==> src/rtl/mem_stage_lsu.sv <==
`timescale 1ns/1ps
// Memory-stage load/store unit: req/ack bus initiator with byte-lane alignment and watchdog abort.
// Optional MISALIGN_TRAP_EN traps misaligned half/word accesses without issuing a bus cycle.
module mem_stage_lsu #(
  parameter int unsigned XLEN     = 32,
  parameter int unsigned MAX_WAIT = 255
) (
  input  logic              i_clk,
  input  logic              i_rstn,
  input  logic              i_mem_rd,
  input  logic              i_mem_wr,
  input  logic [XLEN/8-1:0] i_byte_sel,
  input  logic              i_unsigned,
  input  logic [XLEN-1:0]   i_addr,
  input  logic [XLEN-1:0]   i_wdata,
  output logic              o_stall,
  output logic [XLEN-1:0]   o_rdata,
  output logic              o_rdata_vld,
  output logic              o_err,
  output logic              o_bus_req,
  output logic              o_bus_we,
  output logic [XLEN-1:0]   o_bus_addr,
  output logic [XLEN/8-1:0] o_bus_be,
  output logic [XLEN-1:0]   o_bus_wdata,
  input  logic              i_bus_ack,
  input  logic [XLEN-1:0]   i_bus_rdata,
  input  logic              i_bus_err
);
  localparam int unsigned   NB      = XLEN / 8;
  localparam int unsigned   CW      = $clog2(MAX_WAIT + 1);
  localparam logic [CW-1:0] WD_LAST = CW'(MAX_WAIT - 1);

  typedef enum logic [1:0] {S_IDLE, S_REQ, S_DONE} state_e;

  state_e          state_q, state_d;
  logic [XLEN-1:0] addr_q, addr_d, wdata_q, wdata_d, rdata_q, rdata_d;
  logic [NB-1:0]   be_q, be_d, sel_q, sel_d;
  logic [1:0]      off_q, off_d;
  logic            we_q, we_d, ld_q, ld_d, uns_q, uns_d, err_q, err_d;
  logic [CW-1:0]   wd_q, wd_d;
  logic            req_in, misal;
  logic [XLEN-1:0] shifted, ld_ext;

  assign req_in = i_mem_rd | i_mem_wr;

`ifdef MISALIGN_TRAP_EN
  assign misal = ((i_byte_sel == NB'(4'b0011)) & i_addr[0]) |
                 ((i_byte_sel == NB'(4'b1111)) & (|i_addr[1:0]));
`else
  assign misal = 1'b0;
`endif

  // Unrecognised size masks fall through to a full-word load
  always_comb begin
    shifted = i_bus_rdata >> {off_q, 3'b000};
    ld_ext  = shifted;
    if (sel_q == NB'(4'b0001))
      ld_ext = {{(XLEN-8){~uns_q & shifted[7]}}, shifted[7:0]};
    else if (sel_q == NB'(4'b0011))
      ld_ext = {{(XLEN-16){~uns_q & shifted[15]}}, shifted[15:0]};
  end

  always_comb begin
    state_d = state_q;
    addr_d  = addr_q;
    wdata_d = wdata_q;
    rdata_d = rdata_q;
    be_d    = be_q;
    sel_d   = sel_q;
    off_d   = off_q;
    we_d    = we_q;
    ld_d    = ld_q;
    uns_d   = uns_q;
    err_d   = err_q;
    wd_d    = wd_q;
    unique case (state_q)
      S_IDLE: begin
        if (req_in) begin
          addr_d  = {i_addr[XLEN-1:2], 2'b00};
          be_d    = i_byte_sel << i_addr[1:0];
          wdata_d = i_wdata << {i_addr[1:0], 3'b000};
          sel_d   = i_byte_sel;
          off_d   = i_addr[1:0];
          uns_d   = i_unsigned;
          we_d    = i_mem_wr;
          ld_d    = i_mem_rd & ~i_mem_wr;
          err_d   = i_mem_rd & i_mem_wr;
          wd_d    = '0;
          state_d = S_REQ;
          if (misal) begin
            ld_d    = 1'b0;
            err_d   = 1'b1;
            state_d = S_DONE;
          end
        end
      end
      S_REQ: begin
        if (i_bus_ack) begin
          state_d = S_DONE;
          err_d   = err_q | i_bus_err;
          if (ld_q) rdata_d = i_bus_err ? '0 : ld_ext;
        end else if (wd_q == WD_LAST) begin
          state_d = S_DONE;
          err_d   = 1'b1;
          if (ld_q) rdata_d = '0;
        end else begin
          wd_d = wd_q + 1'b1;
        end
      end
      S_DONE:  state_d = S_IDLE;
      default: state_d = S_IDLE;
    endcase
  end

  always_ff @(posedge i_clk or negedge i_rstn) begin
    if (!i_rstn) begin
      state_q <= S_IDLE;
      addr_q  <= '0;
      wdata_q <= '0;
      rdata_q <= '0;
      be_q    <= '0;
      sel_q   <= '0;
      off_q   <= '0;
      we_q    <= 1'b0;
      ld_q    <= 1'b0;
      uns_q   <= 1'b0;
      err_q   <= 1'b0;
      wd_q    <= '0;
    end else begin
      state_q <= state_d;
      addr_q  <= addr_d;
      wdata_q <= wdata_d;
      rdata_q <= rdata_d;
      be_q    <= be_d;
      sel_q   <= sel_d;
      off_q   <= off_d;
      we_q    <= we_d;
      ld_q    <= ld_d;
      uns_q   <= uns_d;
      err_q   <= err_d;
      wd_q    <= wd_d;
    end
  end

  // Stall is gated by reset so it drops at once even with a request still presented
  assign o_stall     = i_rstn & ((state_q == S_REQ) | ((state_q == S_IDLE) & req_in));
  assign o_bus_req   = (state_q == S_REQ);
  assign o_bus_we    = we_q;
  assign o_bus_addr  = addr_q;
  assign o_bus_be    = be_q;
  assign o_bus_wdata = wdata_q;
  assign o_rdata     = rdata_q;
  assign o_rdata_vld = (state_q == S_DONE) & ld_q;
  assign o_err       = (state_q == S_DONE) & err_q;

endmodule

==> config.mk <==
export PLATFORM = sky130hd
export DESIGN_NAME = mem_stage_lsu
export DESIGN_NICKNAME = d
export VERILOG_FILES = /design/src/rtl/mem_stage_lsu.sv
export SDC_FILE = /design/constraint.sdc
export NUM_CORES = 1
export LEC_CHECK = 0
export BUFFER_PORTS_ARGS = -buffer_cell sky130_fd_sc_hd__buf_4
export CAP_MARGIN = 5
export CORE_ASPECT_RATIO = 2
export CORE_MARGIN = 5
export CORE_UTILIZATION = 25
export CTS_CLUSTER_SIZE = 12
export DETAILED_ROUTE_END_ITERATION = 6
export PLACE_DENSITY = 0.57
export SKIP_LAST_GASP = 1
export SYNTH_ARGS = -nofsm -noshare
export SYNTH_HDL_FRONTEND = slang
export SYNTH_SLANG_ARGS = --single-unit
==> constraint.sdc <==
create_clock -name i_clk -period 2 [get_ports i_clk]
set_input_delay 0 -clock i_clk [delete_from_list [all_inputs] [get_ports i_clk]]
set_output_delay 0 -clock i_clk [all_outputs]
set_load 0.02 [all_outputs]
Yosys cells after proc, flatten, opt, wreduce, memory -nomap -nowiden

Cells that the tools add are included.

Bits in registers: 118
Input bits: 107
Output and inout bits: 105
Word-level logic and storage cells: 65

Add/sub/neg operators: 1
Equality and inequality tests: 9
Shift operators: 3
Multiplexer cells: 19
Bitwise gates (word level): 13
Reductions and logical operators: 8

Operators with widths:

| cell                                                                     | count |
|---|---|
| 32-bit two-way mux                                                       | 7 |
| 32-bit by 5-bit left shift with 32-bit output                            | 1 |
| 32-bit by 5-bit >> shifter with 32-bit output                            | 1 |
| 8-bit two-way mux                                                        | 3 |
| 8-bit case mux with 2 select lines                                       | 1 |
| 8-bit by 1-bit adder with 8-bit output (second input constant)           | 1 |
| 1-bit bitwise AND                                                        | 8 |
| 8-bit == test (second input constant)                                    | 1 |
| 2-bit two-way mux                                                        | 3 |
| 2-bit inequality test (second input constant)                            | 3 |
| 3-bit AND reduction                                                      | 2 |
| 4-bit by 1-bit == test with 1-bit output (second input constant)         | 1 |
| 4-bit by 2-bit == test with 1-bit output (second input constant)         | 1 |
| 2-bit case mux with 2 select lines                                       | 1 |
| 2-bit AND reduction                                                      | 2 |
| 4-bit AND reduction                                                      | 1 |
| 2-bit nonzero test                                                       | 2 |
| 4-bit by 2-bit left shift with 4-bit output                              | 1 |
| 1-bit two-way mux                                                        | 3 |
| 3-bit by 1-bit inequality test with 1-bit output (second input constant) | 1 |
| 1-bit OR                                                                 | 3 |
| 2-bit by 1-bit == test with 1-bit output (second input constant)         | 1 |
| 2-bit == test (second input constant)                                    | 1 |
| 2-bit zero test                                                          | 1 |
| other kinds (2)                                                          | 3 |

Logic depth before layout (Yosys ltp)

Gate-level depths: netlist of run 1.

Depth after elaboration: 7
Gate-level depth with buffers: 8
Depth with buffers taken out: 6

Worst setup path after synthesis of run 1

OpenSTA, ideal clock, no wires.

Kind: register to register
From: reg wd_q[0]
To: reg rdata_q[28] (netlist: o_rdata[28])
Setup time: 126 ps
Arrival: 1,670 ps
Required time: 1,874 ps
Slack: 204 ps
Cell stages (with the launch flop): 9
Buffers on the path: 2
Clock period less this slack: 1,796 ps
Cell sequence: dfrtp_1 -> inv_1 -> ha_1 -> and3_1 -> a21oi_2 -> or2_1 -> clkbuf_1 -> buf_2 -> a221o_1

Word-level cells in the longest chain between the ends: 3

RTL lines:

| item                          | RTL line | text |
|---|---|---|
| start: declaration            | 40       | `logic [CW-1:0] wd_q, wd_d;` |
| start signal: assignment      | 141      | `wd_q <= wd_d;` |
| 8-bit == test                 | 102      | `end else if (wd_q == WD_LAST) begin` |
| 2-bit nonzero test (no line)  | -        |  |
| 3-bit AND reduction (no line) | -        |  |
| end signal: assignment        | 133      | `rdata_q <= rdata_d;` |
| end: declaration              | 36       | `logic [XLEN-1:0] addr_q, addr_d, wdata_q, wdata_d, rdata_q, rdata_d;` |

No other way between the ends.
A chain may end at the register's enable or synchronous reset.

Final worst setup path of run 1

From: reg wd_q[0]
To: reg rdata_q[20] (netlist: o_rdata[20])

Same word-level chain as after synthesis.

==> results of run 1 <==
## cells in the mapped netlist, drive strengths merged (2+ instances only)
master / number
nor2b: 14
o2bb2ai: 7
o31ai: 9
or3: 4
nand2: 151
a21oi: 39
mux2: 18
a22o: 10
dfrtp: 118
ha: 2
buf: 19
clkinv: 3
o21a: 2
inv: 2
and3b: 2
a221o: 16
a2111oi: 2
a211oi: 9
o21ai: 25
mux2i: 34
nand3b: 2
nand3: 13
nor2: 23
clkbuf: 20
## layer usage
metal / GRT usage, % / wire length (um) / vias up
met1: 15.8 / 6990 / 2500
met5: 0 / 0 / -
met2: 29.5 / 11400 / 180
met3: 3.92 / 981 / 41
li1: - / - / 2584
met4: 8.24 / 952 / 0
## sequential cells by signal, summed over array words and instances, names as in the netlist
| name | cells |
|---|---|
| o_bus_addr | 30 |
| sel_q | 4 |
| off_q | 2 |
| wd_q | 8 |
| uns_q | 1 |
| o_bus_we | 1 |
| ld_q | 1 |
| o_bus_be | 4 |
| o_bus_wdata | 32 |
| err_q | 1 |
| state_q | 2 |
| o_rdata | 32 |
## stage by stage
stage / area, sq um / TNS (ps)
2_1_floorplan: 5650 / 0
3_3_place_gp: 7600 / 0
3_5_place_dp: 7600 / -30.5
4_1_cts: 9110 / -9.34
5_1_grt: 9100 / 0
6_report: 9100 / 0
## cell type report
class	instances	area, sq um
fill	2165	13100
clock inverter	11	148
sequential	118	2950
tap	276	345
multi-input combinational	405	2510
inverter	5	20.0
clock buffer	21	460
timing repair buffer	316	2670
## cells by family (layout without fill, tap and decap cells)
kind of cell             after synthesis  count (layout)  share of synthesized area, %
XOR/XNOR                               2               2                         0.310
flip-flops                           118             118                          52.3
AO/OA/AOI/OAI                        125             125                          15.7
AND/OR/NAND/NOR                      221             221                          17.5
other                                  1               2                        0.0664
adder cells (fa/ha/maj)                2               2                         0.443
multiplexers                          53              53                          10.1
buffers and inverters                 44             353                          3.68
## power by group through the flow
stage	clock network (mW)	logic, mW	registers (mW)
detailed placement	0	5.97	4.08
global placement	0	5.91	4.06
finish	3.15	6.15	4.05
floorplan	0	2.32	5.04
CTS	3.23	6.25	4.06
global route	3.34	6.65	4.19
## worst min-delay path, cell delays in order
cell and delay, ps:
sky130_fd_sc_hd__buf_4 90, sky130_fd_sc_hd__mux2i_1 60, sky130_fd_sc_hd__nor2_1 80, sky130_fd_sc_hd__a21oi_1 50
sky130_fd_sc_hd__o2bb2ai_1 120
## timing repair
action                                  4_1_cts  5_1_grt
hold buffers                                 83        0
buffers inserted                              3        0
endpoints found under the hold margin       152        0
cloned                                        1        0
pin swaps                                     2        0
gates resized for setup                       1        0
endpoints found under the setup margin       17        1
## how the worst max path moves through the flow
stage	start	end	slack [ps]
finish	wd_q[0]$_DFFE_PN0P_	o_rdata[20]$_DFFE_PN0P_	160
detailed placement	off_q[0]$_DFFE_PN0P_	o_rdata[25]$_DFFE_PN0P_	-10
CTS	state_q[1]$_DFFE_PN0P_	o_stall	-9
floorplan	wd_q[0]$_DFFE_PN0P_	o_rdata[28]$_DFFE_PN0P_	200
global placement	off_q[0]$_DFFE_PN0P_	o_rdata[31]$_DFFE_PN0P_	10
global route	wd_q[0]$_DFFE_PN0P_	o_rdata[19]$_DFFE_PN0P_	50
==> results list, run 1 <==
* Sort of element at the end of the critical path: register
* Final worst path period need: 1840 ps
* Most frequent standard cell in the layout excluding fill and tap cells: sky130_fd_sc_hd__buf_4
- Arrival time reported for the critical path endpoint: 2140 ps
- Initial DRT Pass Iterations: 4
* Number of nets in the layout: 972
- Worst VDD drop: 0.809 mV
- In the final layout, the share of cells above drive strength 1 is 33.6%.
* Initial detailed-routing violation count: 295
* Height of the chip: 223 um
* Required time of the critical path: 2300 ps
* Cell count after synthesis: 566
* Power Density: 1470 mW/mm^2
- DR WL/cell: 17.6 um
* Number of cells on the worst reg-to-reg path: 7
- Boundary pin count: 212
- Clock network power share: 23.6%
* Placeable Area: 0.0222 sq mm
- DRC: 0
- Headroom to the max-slew limit came out at 48.2%.
- Worst path depth: 7
* Hold EP: o_rdata[5]$_DFFE_PN0P_
- In this run the critical register-to-register path is launched from wd_q[0]$_DFFE_PN0P_.
* Clock Latency Late Sink: 420 ps
* Final weighted congestion in routability-driven placement: 0.805
- Net switching component of the power: 5.21 mW
- The largest total area in the synthesized netlist belongs to sky130_fd_sc_hd__dfrtp_1.
- TritonCTS built the clock tree.
- For the pin with the worst max-slew slack, the measured transition is 771 ps.
* Cell count after placement: 1034
* Beginning of the worst hold path: i_bus_rdata[13]
- Synthesized area divided by synthesized cell count: 9.98 sq um
- Along the worst hold path, the cell count comes to 5.
- Crit-path slowest cell: sky130_fd_sc_hd__dfrtp_1
- The finished layout holds 1152 standard cells, fillers aside.
- The final-report max-slew violation count is 0.
- Initial antenna violation count: 0
* Static leakage: 4.43 nW
- For this configuration, the core starts out at a cell density of 25.5%.
- From synthesis to final layout, the design area changed by 61.2%.
- Grt ovf: 0
- Final core occ: 41.1%
* Cell area after synthesis: 0.00565 sq mm
* Prevailing post-synth register cell: sky130_fd_sc_hd__dfrtp_1
- Buffers placed on the I/O ports in this run total 209.
* H-tree level count: 4
- Min-delay worst type: primary input to register
* Average vias per placed instance: 4.61
* Critical Path Source Type: register
- Reg2Reg Capture Point: o_rdata[20]$_DFFE_PN0P_
* Worst Setup Slack, final: 159 ps
* Worst clock skew on the final layout: 5.97 ps
- Reg2Reg Setup Slack: 160 ps
- The library cells used most frequently in the layout, excluding fill and tap cells, are sky130_fd_sc_hd__buf_4 (228), sky130_fd_sc_hd__nand2_1 (151), sky130_fd_sc_hd__dfrtp_1 (118).
- Count of cell types in the netlist: 56
* Clock transition at the registers of the reported paths: 50 ps
- Yosys attributes the largest share of cell area to sky130_fd_sc_hd__dfrtp_1 (52%), sky130_fd_sc_hd__nand2_1 (10%), sky130_fd_sc_hd__mux2i_1 (6.0%).
- Summed over all nets, the half-perimeter wirelength after detailed placement is 14400 um.
* Cell type group with the largest total delay on the critical path: simple AND/OR/NAND/NOR gates
* Final count of negative-setup-slack endpoints: 0
- In this run, synthesis inferred 0 flip-flops with an integrated enable.
* Internal Dissipation: 8.14 mW
* Setup WS pre-CTS: -11.5 ps
* Vias after detailed routing: 5305
* Drt total wl: 20300 um
* Die outline area: 0.0259 sq mm
* Synth top area share: 52.3%
- Power share of the combinational group: 46.1%
- Yosys warning total: 0
* Fraction of synthesis flops using an asynchronous set or reset pin: 100%
* Final period util: 92.0%
- Entering global routing, the biggest net connects 82 pins.
- Count of buffering cells on the critical path with inverters included: 2
- After floorplanning, the core was divided into 77 placement rows.
- The design draws 13.3 mW.
- Cts bufs inserted: 17
- The number of global-route vias before repair is 5654.
- In this run switching power makes up 39.0% of total power.
- Counting every sink on the clock net gives 118.
* Maximum single-stage delay on the critical path: 420 ps
- Max-cap check violation count: 0
- Top fanout value on the critical path: 32
- Buffer cell driving the clock tree root: sky130_fd_sc_hd__clkbuf_16
- Remaining antenna violation count after routing: 0
- The number of antenna diodes in the final layout is 0.
- Cell breakdown of the critical path: inv_1 > ha_1 > and3_1 > a21oi_2 > or2_1 > buf_12 > a221o_1
- The first global-routing pass estimated 31200 um of wire.
- Horizontal die dimension: 116 um
- Global routing used 15.9% of the available tracks across all layers.
- Final hold analysis gives a worst-case slack of 20.6 ps.
- RSZ-0062 raised after global routing: false
- The flow ran to the end, and the final reports show no timing, DRC or antenna violations.
- Max Clk Rate: 543 MHz
* Number of hold violations in the final report: 0
- Of the total power, registers draw 30.4%.
* Sequential area share after synthesis: 52.3%
- Crit Path Category: register to register
* Clock Path Buffers: 2
- The synthesized design contains 118 register bits.
Note: power is estimated with default switching activity, not from simulation.
==> run 2: changes to the inputs <==
--- a/config.mk
+++ b/config.mk
@@ -12,6 +12,7 @@
 export CORE_UTILIZATION = 25
 export CTS_CLUSTER_SIZE = 12
 export DETAILED_ROUTE_END_ITERATION = 6
+export HOLD_SLACK_MARGIN = 0.08
 export PLACE_DENSITY = 0.57
 export SKIP_LAST_GASP = 1
 export SYNTH_ARGS = -nofsm -noshare
==> results list, run 2 (same netlist as run 1, synthesis figures left out) <==
* Final worst path period need: 1920 ps (was 1840 ps)
- Static leakage: 4.52 nW (was 4.43 nW)
* TritonCTS Sinks: 118 (unchanged)
- The classification of the worst setup path is register to register (unchanged).
- The clock latency on the worst-skew pair was 410 ps (was 420 ps).
- Die outline area: 0.0259 sq mm (unchanged)
* Slew Limit Fails: 0 (unchanged)
- Initial antenna violation count: 0 (unchanged)
* DRC: 0 (unchanged)
- Outcome: completed (unchanged).
* Clock tree from TritonCTS: built (unchanged)
- Max Clk Rate: 522 MHz (was 543 MHz)
* Final weighted congestion in routability-driven placement: 0.805 (unchanged)
- The total chip power was 13.4 mW (was 13.3 mW).
* Launch point of the worst reg-to-reg path: off_q[0]$_DFFE_PN0P_ (was wd_q[0]$_DFFE_PN0P_)
- Detail Placement HPWL: 14400 um (unchanged)
* Max-cap check violation count: 0 (unchanged)
- Fin cells: 1174 (was 1152)
- Commonest cells after routing, fill and taps aside: sky130_fd_sc_hd__buf_4 (227), sky130_fd_sc_hd__nand2_1 (151), sky130_fd_sc_hd__dfrtp_1 (118) (was sky130_fd_sc_hd__buf_4 (228), sky130_fd_sc_hd__nand2_1 (151), sky130_fd_sc_hd__dfrtp_1 (118))
* Cell count after placement: 1034 (unchanged)
- Via count of the first global-routing pass: 5763 (was 5654)
- Required time of the critical path: 2300 ps (about the same)
- The post-detailed-route count of antenna-violating nets is 0 (unchanged).
- The period utilization is 95.8% (was 92.0%).
* Height of the chip: 223 um (unchanged)
- Worst VDD drop: 0.674 mV (was 0.809 mV)
* Clock Path Buffers: 2 (unchanged)
- The global-route wire length before repair is 31700 um (was 31200 um).
- Buffer cell driving the clock tree root: sky130_fd_sc_hd__clkbuf_16 (unchanged)
- Clock transition at the registers of the reported paths: 60 ps (was 50 ps)
- The layout cell share with drive strength beyond 1 was 32.7% (was 33.6%).
- The number of placement rows came to 77 (unchanged).
- Area grow syn2layout: 65.2% (was 61.2%)
- The die width came to 116 um (unchanged).
* Drt total wl: 20400 um (was 20300 um)
- H-tree level count: 4 (unchanged)
* RSZ-0062 raised after global routing: false (unchanged)
* Placeable Area: 0.0222 sq mm (unchanged)
- The overall routing resource usage came to 16.1% (was 15.9%).
* Number of nets in the layout: 994 (was 972)
- Cell breakdown of the critical path: mux4_2 > dlygate4sd3_1 > a22o_1 (was inv_1 > ha_1 > and3_1 > a21oi_2 > or2_1 > buf_12 > a221o_1)
* Number of hold violations in the final report: 0 (unchanged)
- The pin count of the biggest net entering global routing was 82 (unchanged).
- The detail-routed net length per standard cell is 17.4 um (was 17.6 um).
* Cts bufs inserted: 17 (unchanged)
- Vias after detailed routing: 5405 (was 5305)
- The transition time at the pin with the least slew margin is 783 ps (was 771 ps).
- Grt ovf: 0 (unchanged)
* Worst Setup SP: off_q[0]$_DFFE_PN0P_ (was wd_q[0]$_DFFE_PN0P_)
- The starting density of the core came to 25.5% (unchanged).
- The type of the worst min-delay path is primary input to register (unchanged).
- Crit-path slowest cell: sky130_fd_sc_hd__dlygate4sd3_1 (was sky130_fd_sc_hd__dfrtp_1)
- Arrival time reported for the critical path endpoint: 2220 ps (was 2140 ps)
- Port Buffer Count: 209 (unchanged)
- Initial DRT Pass Iterations: 5 (was 4)
- The diode insertion count for antenna repair came to 0 (unchanged).
- Final count of negative-setup-slack endpoints: 0 (unchanged)
* Initial detailed-routing violation count: 266 (was 295)
- The most common cell after layout, fill and taps aside is sky130_fd_sc_hd__buf_4 (unchanged).
- Beginning of the worst hold path: i_addr[1] (was i_bus_rdata[13])
- The post-detailed-route via-to-cell ratio was 4.60 (was 4.61).
* Boundary pin count: 212 (unchanged)
- Power Density: 1440 mW/mm^2 (was 1470 mW/mm^2)
- The worst-case clock skew is 6.17 ps (was 5.97 ps).
- Top fanout value on the critical path: 7 (was 32)
- Sort of element at the end of the critical path: register (unchanged)
- The headroom to the max-slew limit came to 47.4% (was 48.2%).
- Critical Path Source Type: register (unchanged)
- Maximum single-stage delay on the critical path: 570 ps (was 420 ps)
run 2: cell count changes in the layout (fill, tap and decap cells not counted), sizes merged:
cell	previous run	this run
dlygate4sd3	82	104
run 2: timing repair:
action / CTS / global route
hold buffers: 105 / 0
pin swaps: 2 / 0
setup buffers: 3 / 0
setup endpoints to repair: 17 / 6
hold endpoints to repair: 230 / 0
gates resized for setup: 1 / 1
gates cloned: 1 / 0
run 2: routing by layer:
metal / track usage [%] / wire length, um / vias to the layer above
li1: - / - / 2621
met1: 15.9 / 7080 / 2577
met2: 30.7 / 11700 / 175
met3: 3.84 / 929 / 32
met4: 6.78 / 687 / 0
met5: 0 / 0 / -
run 2: path summary, 6_finish.rpt:
path                                                to  cells past startpoint  slack, ps
max                             o_rdata[7]$_DFFE_PN0P_                      3         80
min                               off_q[1]$_DFFE_PN0P_                      3        110
max reg2reg                     o_rdata[7]$_DFFE_PN0P_                      3         80
min reg2reg                 o_bus_wdata[2]$_DFFE_PN0P_                      2        460
max in group asynchronous  o_bus_wdata[14]$_DFFE_PN0P_                      4       1100
min in group asynchronous   o_bus_addr[31]$_DFFE_PN0P_                      3        190
run 2: area by class of cell:
| type | instances | area (sq um) |
|---|---|---|
| Sequential cell | 118 | 2950 |
| Timing Repair Buffer | 338 | 2890 |
| Fill cell | 2136 | 12800 |
| Tap cell | 276 | 345 |
| Multi-Input combinational cell | 405 | 2510 |
| Clock inverter | 11 | 148 |
| Inverter | 5 | 20.0 |
| Clock buffer | 21 | 460 |
run 2: stage by stage:
step                      hold WS [ps]  TNS (ps)  area (sq um)  setup WS, ps  utilization (%)
final                              114         0          9330          83.6             42.1
after global routing               112         0          9330          19.6             42.1
after CTS                         92.2     -9.34          9330         -9.34             42.1
after detailed placement         -22.8     -30.5          7600         -11.5             34.3
after global placement           -24.3         0          7600          11.4             34.3
after floorplan                   -296         0          5650           204                -
run 2: worst max-delay path, delay by kind of cell (launching register included):
family | cells | cell delay (ps)
multiplexers | 1 | 560
buffers and inverters | 1 | 570
flip-flops | 1 | 500
AO/OA/AOI/OAI | 1 | 170
run 2: power by group:
group          leakage [nW]  total (mW)  internal (mW)  switching, mW
clock network         0.286        3.15           2.03           1.12
logic                  2.73        6.20           2.76           3.44
registers              1.51        4.06           3.39          0.662
total                  4.52        13.4           8.18           5.22
==> run 3: changes to the inputs <==
--- a/config.mk
+++ b/config.mk
@@ -5,6 +5,7 @@
 export SDC_FILE = /design/constraint.sdc
 export NUM_CORES = 1
 export LEC_CHECK = 0
+export ABC_AREA = 1
 export BUFFER_PORTS_ARGS = -buffer_cell sky130_fd_sc_hd__buf_4
 export CAP_MARGIN = 5
 export CORE_ASPECT_RATIO = 2
@@ -14,6 +15,7 @@
 export DETAILED_ROUTE_END_ITERATION = 6
 export HOLD_SLACK_MARGIN = 0.08
 export PLACE_DENSITY = 0.57
+export REMOVE_ABC_BUFFERS = 1
 export SKIP_LAST_GASP = 1
 export SYNTH_ARGS = -nofsm -noshare
 export SYNTH_HDL_FRONTEND = slang
==> results list, run 3 <==
* Outcome: completed (unchanged)
- The primary flip-flop cell chosen by synthesis mapping is sky130_fd_sc_hd__dfrtp_1 (unchanged).
* Maximum single-stage delay on the critical path: 540 ps (was 570 ps)
- Max-cap check violation count: 0 (unchanged)
- Worst Setup Slack, final: 108 ps (was 83.6 ps)
* Register bit count reported by yosys: 118 (unchanged)
- The peak fanout along the critical path is 10 (was 7).
* Transition at the pin with the smallest max-transition slack: 681 ps (was 783 ps)
- Cell breakdown of the critical path: nor2_4 > o21ai_4 > nor2_2 > buf_4 > nand3_1 > nand2_1 > dlygate4sd3_1 (was mux4_2 > dlygate4sd3_1 > a22o_1).
- The yosys synthesis warning count is 0 (unchanged).
* Fraction of synthesis flops using an asynchronous set or reset pin: 100% (unchanged)
- The number of failing hold endpoints at the final stage came to 0 (unchanged).
* Clock tree from TritonCTS: built (unchanged)
- DRC: 0 (unchanged)
* Area share of fa/ha/maj cells after synthesis: 0.424% (was 0.443%)
* Worst setup path end: o_bus_wdata[3]$_DFFE_PN0P_ (was o_rdata[7]$_DFFE_PN0P_)
- The slack of the worst reg-to-reg path is 110 ps (was 80 ps).
- The sum of negative setup slack came to 0 ps (unchanged).
- Worst Setup SP: state_q[0]$_DFFE_PN0P_ (was off_q[0]$_DFFE_PN0P_)
* Final worst path period need: 1890 ps (was 1920 ps)
- Cell type with the largest total area after synthesis: sky130_fd_sc_hd__dfrtp_1 (unchanged)
- The root cell of the clock tree is sky130_fd_sc_hd__clkbuf_16 (unchanged).
- Commonest cells after routing, fill and taps aside: sky130_fd_sc_hd__nand2_1 (299), sky130_fd_sc_hd__buf_4 (230), sky130_fd_sc_hd__dlygate4sd3_1 (124) (was sky130_fd_sc_hd__buf_4 (227), sky130_fd_sc_hd__nand2_1 (151), sky130_fd_sc_hd__dfrtp_1 (118)).
- The average cell area after synthesis was 8.08 sq um (was 9.98 sq um).
* Share of the synthesized area in compound gates (AO/OA/AOI/OAI): 14.1% (was 15.7%)
- The total leakage power came to 4.92 nW (was 4.52 nW).
- Initial detailed-routing violation count: 430 (was 266)
- Slew Limit Fails: 0 (unchanged)
- Starting Density: 25.3% (was 25.5%)
- Min-delay worst type: primary input to register (unchanged)
- The maximum ir drop on the vdd rail came to 0.536 mV (was 0.674 mV).
- Rel. slew slack: 54.6% (was 47.4%)
- The number of failing setup endpoints in the final timing report is 0 (unchanged).
- Vias after detailed routing: 6248 (was 5405)
- Reg2Reg Capture Point: o_bus_wdata[3]$_DFFE_PN0P_ (was o_rdata[7]$_DFFE_PN0P_)
* Setup WS pre-CTS: 318 ps (was -11.5 ps)
* Filler Cell Count: 2331 (was 2136)
- The global-route wire length before repair is 34100 um (was 31700 um).
- The number of placement rows came to 79 (was 77).
* Critical Path Source Type: register (unchanged)
- The total wirelength of the detailed-routed design is 21500 um (was 20400 um).
- Grt ovf: 0 (unchanged)
- Max Clk Rate: 529 MHz (was 522 MHz)
- Synth top area share: 50.0% (was 52.3%)
- The clock tree buffer depth is 2 (unchanged).
* Worst clock skew on the final layout: 9.11 ps (was 6.17 ps)
- Horizontal die dimension: 119 um (was 116 um)
* Cell area after synthesis: 0.00591 sq mm (was 0.00565 sq mm)
- The slowest cell on the critical path is sky130_fd_sc_hd__dlygate4sd3_1 (unchanged).
- Placeable Area: 0.0233 sq mm (was 0.0222 sq mm)
- The power per cell area is 1440 mW/mm^2 (about the same).
* Initial antenna violation count: 1 (was 0)
- The element type at the critical path end is a register (unchanged).
* Cell count after synthesis: 731 (was 566)
- Count of cell types in the netlist: 39 (was 56)
* Final core occ: 41.3% (was 42.1%)
- Hold depth: 7 (was 3)
- The net count of the finished layout is 1174 (was 994).
* Final weighted congestion in routability-driven placement: 0.846 (was 0.805)
- Layout cell share with drive strength beyond 1: 27.5% (was 32.7%)
* Fraction of synthesized cell area in xor and xnor cells: 0.148% (was 0.310%)
- Via count of the first global-routing pass: 6541 (was 5763)
- The number of buffer cells added on primary ports was 209 (unchanged).
- The count of TritonRoute iterations in the first routing pass was 5 (unchanged).
* Clock transition at the registers of the reported paths: 60 ps (about the same)
- Remaining antenna violation count after routing: 0 (unchanged)
- DR WL/cell: 15.8 um (was 17.4 um)
* Sequential area share after synthesis: 50.0% (was 52.3%)
* Number of enable flip-flop cells after synthesis: 0 (unchanged)
* Average vias per placed instance: 4.59 (was 4.60)
- The top-level I/O count came to 212 (unchanged).
* Basic-gate share of the synthesized area counting and, or, nand and nor cells: 27.6% (was 17.5%)
- The clock latency on the worst-skew pair was 420 ps (was 410 ps).
- The number of buffers created by CTS is 17 (unchanged).
- The overall routing resource usage is 16.1% (about the same).
- The classification of the worst setup path is register to register (unchanged).
- The period utilization came to 94.6% (was 95.8%).
- Dominant combinational cell family by area after synthesis: simple AND/OR/NAND/NOR gates (unchanged)
- The instance count after placement with tap cells included was 1201 (was 1034).
- The most common cell after layout, fill and taps aside is sky130_fd_sc_hd__nand2_1 (was sky130_fd_sc_hd__buf_4).
- The overall die area is 0.0270 sq mm (was 0.0259 sq mm).
- Arrival time reported for the critical path endpoint: 2250 ps (was 2220 ps)
* TritonCTS Sinks: 118 (unchanged)
- The height of the chip was 227 um (was 223 um).
- The depth of the CTS H-tree was 4 (unchanged).
- Synth top cells by count: sky130_fd_sc_hd__nand2_1 (299), sky130_fd_sc_hd__dfrtp_1 (118), sky130_fd_sc_hd__o21ai_0 (50), sky130_fd_sc_hd__nand3_1 (40), sky130_fd_sc_hd__inv_1 (35) (was sky130_fd_sc_hd__nand2_1 (151), sky130_fd_sc_hd__dfrtp_1 (118), sky130_fd_sc_hd__a21oi_1 (38), sky130_fd_sc_hd__mux2i_1 (34), sky130_fd_sc_hd__nor2_1 (23)).
- The launching point of the worst reg2reg path was state_q[0]$_DFFE_PN0P_ (was off_q[0]$_DFFE_PN0P_).
- The area added between synthesis and finish came to 63.3% (was 65.2%).
- Detail Placement HPWL: 15100 um (was 14400 um)
- Fin cells: 1362 (was 1174)
* Number of cells on the worst reg-to-reg path: 7 (was 3)
- Largest cells by area after synthesis: sky130_fd_sc_hd__dfrtp_1 (50%), sky130_fd_sc_hd__nand2_1 (19%), sky130_fd_sc_hd__o21ai_0 (4.2%) (was sky130_fd_sc_hd__dfrtp_1 (52%), sky130_fd_sc_hd__nand2_1 (10%), sky130_fd_sc_hd__mux2i_1 (6.0%))
- Required time of the critical path: 2350 ps (was 2300 ps)
* Most frequent cell after synthesis: sky130_fd_sc_hd__nand2_1 (unchanged)
- Maximum number of pins on one net before global-route repair: 119 (was 82)
- The portion of netlist area occupied by mux cells came to 0.678% (was 10.1%).
run 3: cell count changes after synthesis, sizes merged, moves of 13 or more:
cell and delta:
mux2i -30, nand3 +29, o21ai +33, mux2 -18
or2 +13, inv +35, nor2b -14, nand2 +155
o211ai +26, a221o -16
run 3: critical path: cells and delay by family, from the launching register on:
kind / cells / cell delay [ps]
compound gates: 1 / 140
buf+inv: 2 / 740
flops: 1 / 450
simple gates: 4 / 500
run 3: timing repair:
item	in CTS	in global routing
setup buffers	0	4
gates resized for setup	1	3
hold endpoints to repair	215	0
cloned	0	0
setup endpoints to repair	1	8
hold buffers	124	0
run 3: where the power goes:
part / switching, mW / leakage (nW) / internal (mW)
sequential: 0.647 / 1.52 / 3.37
clock: 1.09 / 0.280 / 2.02
combinational: 4.00 / 3.12 / 2.76
run 3: per-stage QoR:
step	hold slack, ps	cell area, sq um	total power, mW
after floorplan	-296	5640	7.45
after global placement	173	7770	10.4
after detailed placement	178	7770	10.4
after global routing	154	9650	14.8
final	131	9650	13.9
after CTS	113	9610	14.0
run 3: cell type report:
type / instances / area [sq um] / area share [%]
inverters: 38 / 150 / 1.56
flip-flops and latches: 118 / 2950 / 30.6
diodes: 1 / 2.50 / 0.0259
repair buffers: 358 / 3040 / 31.5
clock inverters: 8 / 123 / 1.27
clock buffers: 24 / 472 / 4.89
multi-input cells: 532 / 2550 / 26.4
well taps: 283 / 354 / 3.67
run 3: cells by family after synthesis:
family | count (synthesis)
muxes | 4
buffers and inverters | 82
adders and majority gates | 2
DFF | 118
xor gates and xnor gates | 1
AOI/OAI and AO/OA | 136
other | 1
and+or+nand+nor | 387
run 3: per-layer routing:
metal / vias to the layer above / wire (um) / track usage (%)
met5: - / 0 / 0
met4: 0 / 1100 / 10.6
met3: 58 / 977 / 3.33
met2: 214 / 11800 / 29.5
met1: 2926 / 7700 / 16.4
li1: 3050 / - / -
run 3: worst min path at each step:
stage	startpoint	to
global route	i_bus_err	o_rdata[6]$_DFFE_PN0P_
detailed placement	i_rstn	wd_q[6]$_DFFE_PN0P_
floorplan	i_rstn	err_q$_DFFE_PN0P_
finish	i_bus_err	err_q$_DFFE_PN0P_
global placement	i_rstn	wd_q[6]$_DFFE_PN0P_
CTS	i_bus_err	err_q$_DFFE_PN0P_
